File: config.mk
export PLATFORM = sky130hd
export DESIGN_NAME = alarm_buzzer_snooze
export DESIGN_NICKNAME = d
export VERILOG_FILES = /design/src/rtl/alarm_pkg.sv /design/src/rtl/alarm_buzzer_snooze_beep_tone_gen.sv /design/src/rtl/alarm_buzzer_snooze.sv
export SDC_FILE = /design/constraint.sdc
export NUM_CORES = 1
export LEC_CHECK = 0
export ABC_AREA = 1
export CORE_MARGIN = 2
export CORE_UTILIZATION = 50
export CTS_BUF_LIST = sky130_fd_sc_hd__clkbuf_4 sky130_fd_sc_hd__clkbuf_8
export CTS_CLUSTER_SIZE = 30
export DETAILED_ROUTE_END_ITERATION = 12
export PLACE_DENSITY = 0.68
export REMOVE_ABC_BUFFERS = 1
export SETUP_SLACK_MARGIN = 0.15
export SLEW_MARGIN = 20
export SYNTH_ARGS = -nofsm -noshare
export SYNTH_HDL_FRONTEND = slang
export SYNTH_SLANG_ARGS = --single-unit
File: constraint.sdc
create_clock -name clk -period 2 [get_ports clk]
set_input_delay 0.4 -clock clk [delete_from_list [all_inputs] [get_ports clk]]
set_output_delay 0.4 -clock clk [all_outputs]
set_load 0.03 [all_outputs]
File: src/rtl/alarm_pkg.sv
// Shared types and default constants for the alarm sounder stage.
package alarm_pkg;

  // Sounder FSM states.
  typedef enum logic [1:0] {
    IDLE     = 2'd0,
    SOUNDING = 2'd1,
    SNOOZED  = 2'd2
  } sounder_state_t;

  // Defaults for a 32.768 kHz system clock.
  localparam int DEF_TONE_DIV          = 8;    // 2048 Hz tone
  localparam int DEF_BEEP_ON_TICKS     = 25;   // 250 ms on
  localparam int DEF_BEEP_OFF_TICKS    = 25;   // 250 ms off
  localparam int DEF_SNOOZE_SECONDS    = 300;  // 5 minutes
  localparam int DEF_MAX_SOUND_SECONDS = 600;  // 10 minutes

endpackage

File: src/rtl/alarm_buzzer_snooze_beep_tone_gen.sv
// Tone divider plus on/off beep phase counter; emits the gated piezo tone.
module beep_tone_gen
  import alarm_pkg::*;
#(
  parameter int TONE_DIV       = DEF_TONE_DIV,
  parameter int BEEP_ON_TICKS  = DEF_BEEP_ON_TICKS,
  parameter int BEEP_OFF_TICKS = DEF_BEEP_OFF_TICKS
) (
  input  logic clk,
  input  logic reset,
  input  logic clear,
  input  logic enable,
  input  logic tick_100hz,
  output logic tone_gated_o
);

  localparam int DW   = $clog2(TONE_DIV + 1);
  localparam int PMAX = (BEEP_ON_TICKS > BEEP_OFF_TICKS) ? BEEP_ON_TICKS : BEEP_OFF_TICKS;
  localparam int PW   = $clog2(PMAX + 1);

  logic [DW-1:0] div_q;
  logic          tone_q;
  logic [PW-1:0] ph_q;
  logic          beep_on_q;
  logic [PW-1:0] ph_last;

  // Last tick count of the current phase before it flips.
  assign ph_last = beep_on_q ? PW'(BEEP_ON_TICKS - 1) : PW'(BEEP_OFF_TICKS - 1);

  // Divider/tone and beep phase; clear restarts the pattern in the ON phase
  // with the tone low, so a tick landing on the clear cycle is not counted.
  always_ff @(posedge clk) begin
    if (reset) begin
      div_q     <= '0;
      tone_q    <= 1'b0;
      ph_q      <= '0;
      beep_on_q <= 1'b0;
    end else if (clear) begin
      div_q     <= '0;
      tone_q    <= 1'b0;
      ph_q      <= '0;
      beep_on_q <= 1'b1;
    end else if (enable) begin
      if (div_q == DW'(TONE_DIV - 1)) begin
        div_q  <= '0;
        tone_q <= ~tone_q;
      end else begin
        div_q <= div_q + 1'b1;
      end
      if (tick_100hz) begin
        if (ph_q == ph_last) begin
          ph_q      <= '0;
          beep_on_q <= ~beep_on_q;
        end else begin
          ph_q <= ph_q + 1'b1;
        end
      end
    end
  end

  assign tone_gated_o = tone_q & beep_on_q & enable;

endmodule

File: src/rtl/alarm_buzzer_snooze.sv
// Alarm sounder: latches alarm_sig into a beeping buzzer with snooze,
// dismiss and auto-silence handling.
module alarm_buzzer_snooze
  import alarm_pkg::*;
#(
  parameter int TONE_DIV          = DEF_TONE_DIV,
  parameter int BEEP_ON_TICKS     = DEF_BEEP_ON_TICKS,
  parameter int BEEP_OFF_TICKS    = DEF_BEEP_OFF_TICKS,
  parameter int SNOOZE_SECONDS    = DEF_SNOOZE_SECONDS,
  parameter int MAX_SOUND_SECONDS = DEF_MAX_SOUND_SECONDS
) (
  input  logic                                  clk,
  input  logic                                  reset,
  input  logic                                  tick_100hz,
  input  logic                                  tick_1hz,
  input  logic                                  alarm_sig,
  input  logic                                  snooze_btn,
  input  logic                                  dismiss_btn,
  output logic                                  buzzer,
  output logic                                  sounding,
  output logic                                  snoozing,
  output logic [$clog2(SNOOZE_SECONDS+1)-1:0]   snooze_left
);

  localparam int SW = $clog2(SNOOZE_SECONDS + 1);
  localparam int TW = $clog2(MAX_SOUND_SECONDS + 1);

  sounder_state_t state_q, state_d;
  logic [SW-1:0]  snz_q, snz_d;
  logic [TW-1:0]  tmr_q, tmr_d;
  logic           alarm_prev_q, snz_prev_q, dis_prev_q;
  logic           sounding_q, snoozing_q;
  logic           alarm_rise, snz_rise, dis_rise;
  logic           enter_snd;

  assign alarm_rise = alarm_sig   & ~alarm_prev_q;
  assign snz_rise   = snooze_btn  & ~snz_prev_q;
  assign dis_rise   = dismiss_btn & ~dis_prev_q;

  // Next state and counters. Dismiss beats everything; snooze beats the
  // time-out. enter_snd flags any transition into SOUNDING.
  always_comb begin
    state_d   = state_q;
    snz_d     = snz_q;
    tmr_d     = tmr_q;
    enter_snd = 1'b0;
    case (state_q)
      IDLE: begin
        if (alarm_rise) begin
          state_d   = SOUNDING;
          tmr_d     = '0;
          enter_snd = 1'b1;
        end
      end
      SOUNDING: begin
        if (dis_rise) begin
          state_d = IDLE;
          tmr_d   = '0;
        end else if (snz_rise) begin
          state_d = SNOOZED;
          snz_d   = SW'(SNOOZE_SECONDS);
          tmr_d   = '0;
        end else if (tmr_q == TW'(MAX_SOUND_SECONDS)) begin
          state_d = IDLE;
          tmr_d   = '0;
        end else if (tick_1hz) begin
          tmr_d = tmr_q + 1'b1;
        end
      end
      SNOOZED: begin
        if (dis_rise) begin
          state_d = IDLE;
          snz_d   = '0;
        end else if (tick_1hz) begin
          if (snz_q == SW'(1)) begin
            state_d   = SOUNDING;
            snz_d     = '0;
            tmr_d     = '0;
            enter_snd = 1'b1;
          end else if (snz_q != '0) begin
            snz_d = snz_q - 1'b1;
          end
        end
      end
      default: begin
        state_d = IDLE;
        snz_d   = '0;
        tmr_d   = '0;
      end
    endcase
  end

  // State, counters, edge history and registered status outputs.
  always_ff @(posedge clk) begin
    if (reset) begin
      state_q      <= IDLE;
      snz_q        <= '0;
      tmr_q        <= '0;
      alarm_prev_q <= 1'b0;
      snz_prev_q   <= 1'b0;
      dis_prev_q   <= 1'b0;
      sounding_q   <= 1'b0;
      snoozing_q   <= 1'b0;
    end else begin
      state_q      <= state_d;
      snz_q        <= snz_d;
      tmr_q        <= tmr_d;
      alarm_prev_q <= alarm_sig;
      snz_prev_q   <= snooze_btn;
      dis_prev_q   <= dismiss_btn;
      sounding_q   <= (state_d == SOUNDING);
      snoozing_q   <= (state_d == SNOOZED);
    end
  end

  beep_tone_gen #(
    .TONE_DIV       (TONE_DIV),
    .BEEP_ON_TICKS  (BEEP_ON_TICKS),
    .BEEP_OFF_TICKS (BEEP_OFF_TICKS)
  ) u_beep (
    .clk          (clk),
    .reset        (reset),
    .clear        (enter_snd),
    .enable       (sounding_q),
    .tick_100hz   (tick_100hz),
    .tone_gated_o (buzzer)
  );

  assign sounding    = sounding_q;
  assign snoozing    = snoozing_q;
  assign snooze_left = snz_q;

endmodule
==> impl_metrics.ini, run 1 <==
[synth]
syn_avg_cell_area_sq_um = 6.48
syn_area_sq_um = 2330
ys_top_cells_by_area = dfxtp_1, nand2_1, nor2_1
yosysWarnings = 0
synth-seq-cells = 37
yosysUniqueCellTypes = 27
syn_inst = 359
ys_seq_area_frac = 0.318
yosysTopAreaCell = dfxtp_1
yosys.area.top_type_share = 0.318

[clock_network]
root_buffer = clkbuf_8
hold_buffers = 0
cts_made_buffers = 5
cts_buffer_depth = 2
path_clk_slew_ns = 0.07
htreeDepth = 2
cts_tree = yes
clkSinkCount = 37
clk_latency_ns = 0.29

[worst_setup_path]
arrival_ns = 1.39
cp.depth = 1
r2r-end = tmr_q[7]
rr_startpoint = state_q[1]
crit_path_max_incr_delay_ns = 0.70
cp_top_family = buffers and inverters
r2r_setup_slack_ns = 0.27
setup.worst_path.start = snooze_left[1]
endpoint = snooze_left[1]
cp_num_buf_inv = 1
slowest_stage = clkdlybuf4s50_1
start_kind = register
cp_max_fo = 4
reg2reg_depth = 12
critPathRequiredTime_ns = 1.60
endpoint_kind = output port
worstPathCellList = clkdlybuf4s50_1
path_class = register to output port

[die]
num_rows = 24
fp.dieW_um = 72.2
start_util = 0.527
ios = 19
die_area_sq_um = 5210
die_h_um = 72.2
coreArea_sq_um = 4410

[grt]
grt_pass1_vias = 1907
grt-ovfl-total = 0
grt_start_max_net_pins = 17
grt_util_all_layers = 0.213
grt_pass1_wl_um = 8690
antenna_found_initial = 0

[timing]
finalHoldViolCount = 0
hold_slack_ns = 0.492
post-route-period-util = 0.894
tns_ns = 0
finalSetupViolations = 0
tightest_slew_ns = 0.322
fmax_ghz = 0.559
slew_violations = 0
relSlewSlack = 0.785
finClkSkew_ns = 0.00812
rsz0062_at_grt = yes
timing.final.crit_period_ns = 1.79

[outcome]
outcome = finished clean

[placement]
post_dp_cell_area_sq_um = 2620
place.gp.congestion = 0.821
dpl.cell_count = 433
io_buffer_count = 18
dp_hpwl_um = 3740

[power]
clock_power_share = 0.281
leakage_uw = 0.00135
comb_power_share = 0.303
switching_share = 0.354
seqPwrFrac = 0.416
p_total_uw = 2000
p_switching_uw = 708
irDropWorstVdd_mv = 0.448
p_int_uw = 1290
powerDensity_nw_per_um2 = 723

[layout]
nNetsFinal = 412
n_fill_cell = 426
final_common_cell = nand2_1
stdcell_count = 446
layout-drive-gt1-share = 0.132
layout_common_cells = nand2_1, inv_1, nor2_1, dfxtp_1, nand3_1
syn_to_final_growth_pct = 18.9
antenna_cells = 0
final_cell_area_sq_um = 2770

[routing]
routed_wl_um = 5010
drt-pass1-iter-count = 4
drt_iter0_drc = 79
drcViolationCount = 0
post_drt_wl_per_cell_um = 11.2
ant_nets = 0
viasPerCell = 4.81
num_vias = 2144

[flow_run]
cap_violations = 0

[worst_hold_path]
min_from = u_beep.div_q[1]
hold_class = register to register
## worst min path at each step
| stage | end | slack, ns | cells after the start |
|---|---|---|---|
| after floorplan | tmr_q[2] | 0.46 | 2 |
| after detailed placement | u_beep.div_q[1] | 0.49 | 2 |
| after global routing | u_beep.div_q[1] | 0.52 | 2 |
| after CTS | u_beep.div_q[1] | 0.50 | 2 |
| after global placement | tmr_q[2] | 0.47 | 2 |
| final | u_beep.div_q[1] | 0.49 | 2 |
## Yosys cell counts
| cell | instances |
|---|---|
| a21oi_1 | 8 |
| nand3_4 | 1 |
| o21a_1 | 1 |
| nand3_2 | 1 |
| dfxtp_1 | 37 |
| inv_2 | 2 |
| nand2_4 | 2 |
| nand4_4 | 1 |
| clkinv_1 | 1 |
| ha_1 | 12 |
| nor2_2 | 2 |
| xnor2_1 | 1 |
| buf_6 | 1 |
| nand3_1 | 25 |
| a21oi_2 | 5 |
| nand2_2 | 8 |
| nand4_1 | 10 |
| xor2_1 | 5 |
| inv_1 | 60 |
| nor2_1 | 61 |
| nor2_4 | 4 |
| o21ai_0 | 8 |
| nor3_1 | 7 |
| nand3b_1 | 2 |
| clkbuf_1 | 2 |
| nand2_1 | 90 |
| inv_4 | 2 |
## logic make-up (layout without fill, tap and decap cells)
| group | Yosys count | count (layout) | share of synthesized area |
|---|---|---|---|
| fa+ha+maj | 12 | 12 | 0.0645 |
| simple gates | 214 | 214 | 0.423 |
| flops | 37 | 37 | 0.318 |
| xor+xnor | 6 | 6 | 0.0226 |
| compound gates | 22 | 22 | 0.0565 |
| buf+inv | 68 | 103 | 0.115 |
## repair_timing
action                     CTS  global route
setup endpoints to repair    5            20
pin swaps                    0             3
buffers inserted             0             5
gates resized for setup      5             8
## per-layer routing
layer / vias up / part of all wire / track usage
met4: 0 / 0.013 / 0.0692
met2: 29 / 0.46 / 0.338
met1: 933 / 0.49 / 0.290
met3: 6 / 0.034 / 0.0431
met5: - / 0 / 0
li1: 1176 / - / -
## power by group through the flow
stage	registers, uW	logic, uW	clock network (uW)
after CTS	831	596	581
after global routing	840	690	617
after global placement	848	593	0
after floorplan	894	375	0
final	831	605	563
after detailed placement	848	601	0
## sequential cells by signal (all words and copies together) (netlist names)
register	count
u_beep.div_q	4
snz_prev_q	1
u_beep.tone_q	1
u_beep.beep_on_q	1
snoozing	1
tmr_q	10
alarm_prev_q	1
state_q	2
u_beep.ph_q	5
sounding	1
dis_prev_q	1
snooze_left	9
## final cells by class
class                      count  area, sq um  share of cell area
clock inverter                 2         13.8             0.00498
clock buffer                   6         82.6              0.0299
inverter                      65          249              0.0900
tap                           52         65.1              0.0235
multi-input combinational    254         1330               0.482
sequential                    37          741               0.268
timing repair buffer          30          282               0.102
## per-stage QoR
stage / util / worst slack [ns]
4_1_cts: 0.613 / 0.169
5_1_grt: 0.626 / 0.122
2_1_floorplan: - / 0.325
3_3_place_gp: 0.593 / -0.0809
6_report: 0.626 / 0.212
3_5_place_dp: 0.593 / -0.0980
Note: power is estimated with default switching activity, not from simulation.
==> run 2, diff against run 1 <==
==> constraint.sdc (replaced) <==
create_clock -name clk -period 1.99 [get_ports clk]
set_input_delay 0.398 -clock clk [delete_from_list [all_inputs] [get_ports clk]]
set_output_delay 0.398 -clock clk [all_outputs]
set_load 0.03 [all_outputs]
==> impl_metrics.ini, run 2 (synthesized netlist as in run 1, its figures left out) <==
[outcome]
outcome = finished clean

[worst_setup_path]
start_kind = register
crit_path_max_incr_delay_ns = 0.70
arrival_ns = 1.40
worstPathCellList = clkdlybuf4s50_1
rr_startpoint = state_q[1]
cp_num_buf_inv = 1
endpoint_kind = output port
setup.worst_path.start = snooze_left[8]
path_class = register to output port
cp_max_fo = 4
cp_top_family = buffers and inverters
slowest_stage = clkdlybuf4s50_1
critPathRequiredTime_ns = 1.59

[routing]
drt_iter0_drc = 110
routed_wl_um = 4980
drcViolationCount = 0
ant_nets = 0
drt-pass1-iter-count = 4
viasPerCell = 4.88
num_vias = 2176
post_drt_wl_per_cell_um = 11.2

[clock_network]
root_buffer = clkbuf_8
cts_made_buffers = 5
path_clk_slew_ns = 0.08
clk_latency_ns = 0.30
cts_buffer_depth = 2
clkSinkCount = 37
hold_buffers = 0
cts_tree = yes
htreeDepth = 2

[layout]
n_fill_cell = 411
antenna_cells = 0
register_area_sq_um = 741
layout_common_cells = nand2_1, inv_1, nor2_1, dfxtp_1, nand3_1
layout-drive-gt1-share = 0.129
nNetsFinal = 413
largest_reg_flops = 10
final_common_cell = nand2_1
syn_to_final_growth_pct = 19.4
largest-register = tmr_q
stdcell_count = 446
multiInputGateArea_sq_um = 1330
final_cell_area_sq_um = 2780

[timing]
rsz0062_at_grt = no
timing.final.crit_period_ns = 1.80
post-route-period-util = 0.905
tightest_slew_ns = 0.317
relSlewSlack = 0.788
fmax_ghz = 0.555
finClkSkew_ns = 0.0109
finalSetupViolations = 0
slew_violations = 0
finalHoldViolCount = 0
hold_slack_ns = 0.486

[grt]
grt-ovfl-total = 0
grt_start_max_net_pins = 17
grt_util_all_layers = 0.204
grt_pass1_wl_um = 8350
grt_pass1_vias = 1900
antenna_found_initial = 0

[placement]
post_dp_cell_area_sq_um = 2620
io_buffer_count = 18
dpl.cell_count = 433
place.gp.congestion = 0.821
dp_hpwl_um = 3670

[power]
irDropWorstVdd_mv = 0.407
leakage_uw = 0.00134
powerDensity_nw_per_um2 = 725

[die]
die_h_um = 72.2
coreArea_sq_um = 4410
ios = 19
fp.dieW_um = 72.2
start_util = 0.527
num_rows = 24
die_area_sq_um = 5210

[flow_run]
cap_violations = 0

[worst_hold_path]
hold_class = register to register
min_from = u_beep.div_q[1]
## run 2: timing repair
action	in CTS	in global routing
setup buffers	0	6
pin swaps	0	3
setup endpoints to repair	5	14
hold endpoints to repair	0	0
resized for setup	5	6
## run 2: per-stage QoR
step                      worst slack, ns  setup TNS, ns  total power (uW)  utilization
after floorplan                     0.315              0              1280            -
after global placement            -0.0889         -0.201              1450        0.593
after detailed placement           -0.114         -0.302              1450        0.593
after CTS                           0.156              0              2010        0.612
after global routing                0.153              0              2140        0.629
final                               0.189              0              2010        0.629
## run 2: power breakdown
group / internal (uW) / switching [uW]
combinational: 244 / 377
sequential: 785 / 49.8
clock: 274 / 281
total: 1300 / 708
## run 2: layout make-up
class                           count  area share
Clock inverter                      1     0.00270
Multi-Input combinational cell    254       0.480
Sequential cell                    37       0.267
Inverter                           65      0.0897
Tap cell                           52      0.0234
Clock buffer                        6      0.0297
Timing Repair Buffer               31       0.108
## run 2: tightest hold or removal path, cell delays in order, from the launching register on
cell     delay (ns)
dfxtp_1        0.33
nand2_1        0.07
a21oi_1        0.05
## run 2: path summary, 6_finish.rpt
check	endpoint	slack [ns]	depth (start not counted)
setup reg to reg	tmr_q[2]	0.29	11
hold reg to reg	u_beep.div_q[1]	0.49	2
setup / recovery	snooze_left[8]	0.19	1
hold / removal	u_beep.div_q[1]	0.49	2
## run 2: routing by layer
| metal | track usage | wire length, um | share of wire |
|---|---|---|---|
| met5 | 0 | 0 | 0 |
| met4 | 0.0943 | 107 | 0.021 |
| met3 | 0.0389 | 173 | 0.035 |
| met2 | 0.325 | 2280 | 0.46 |
| met1 | 0.267 | 2420 | 0.49 |
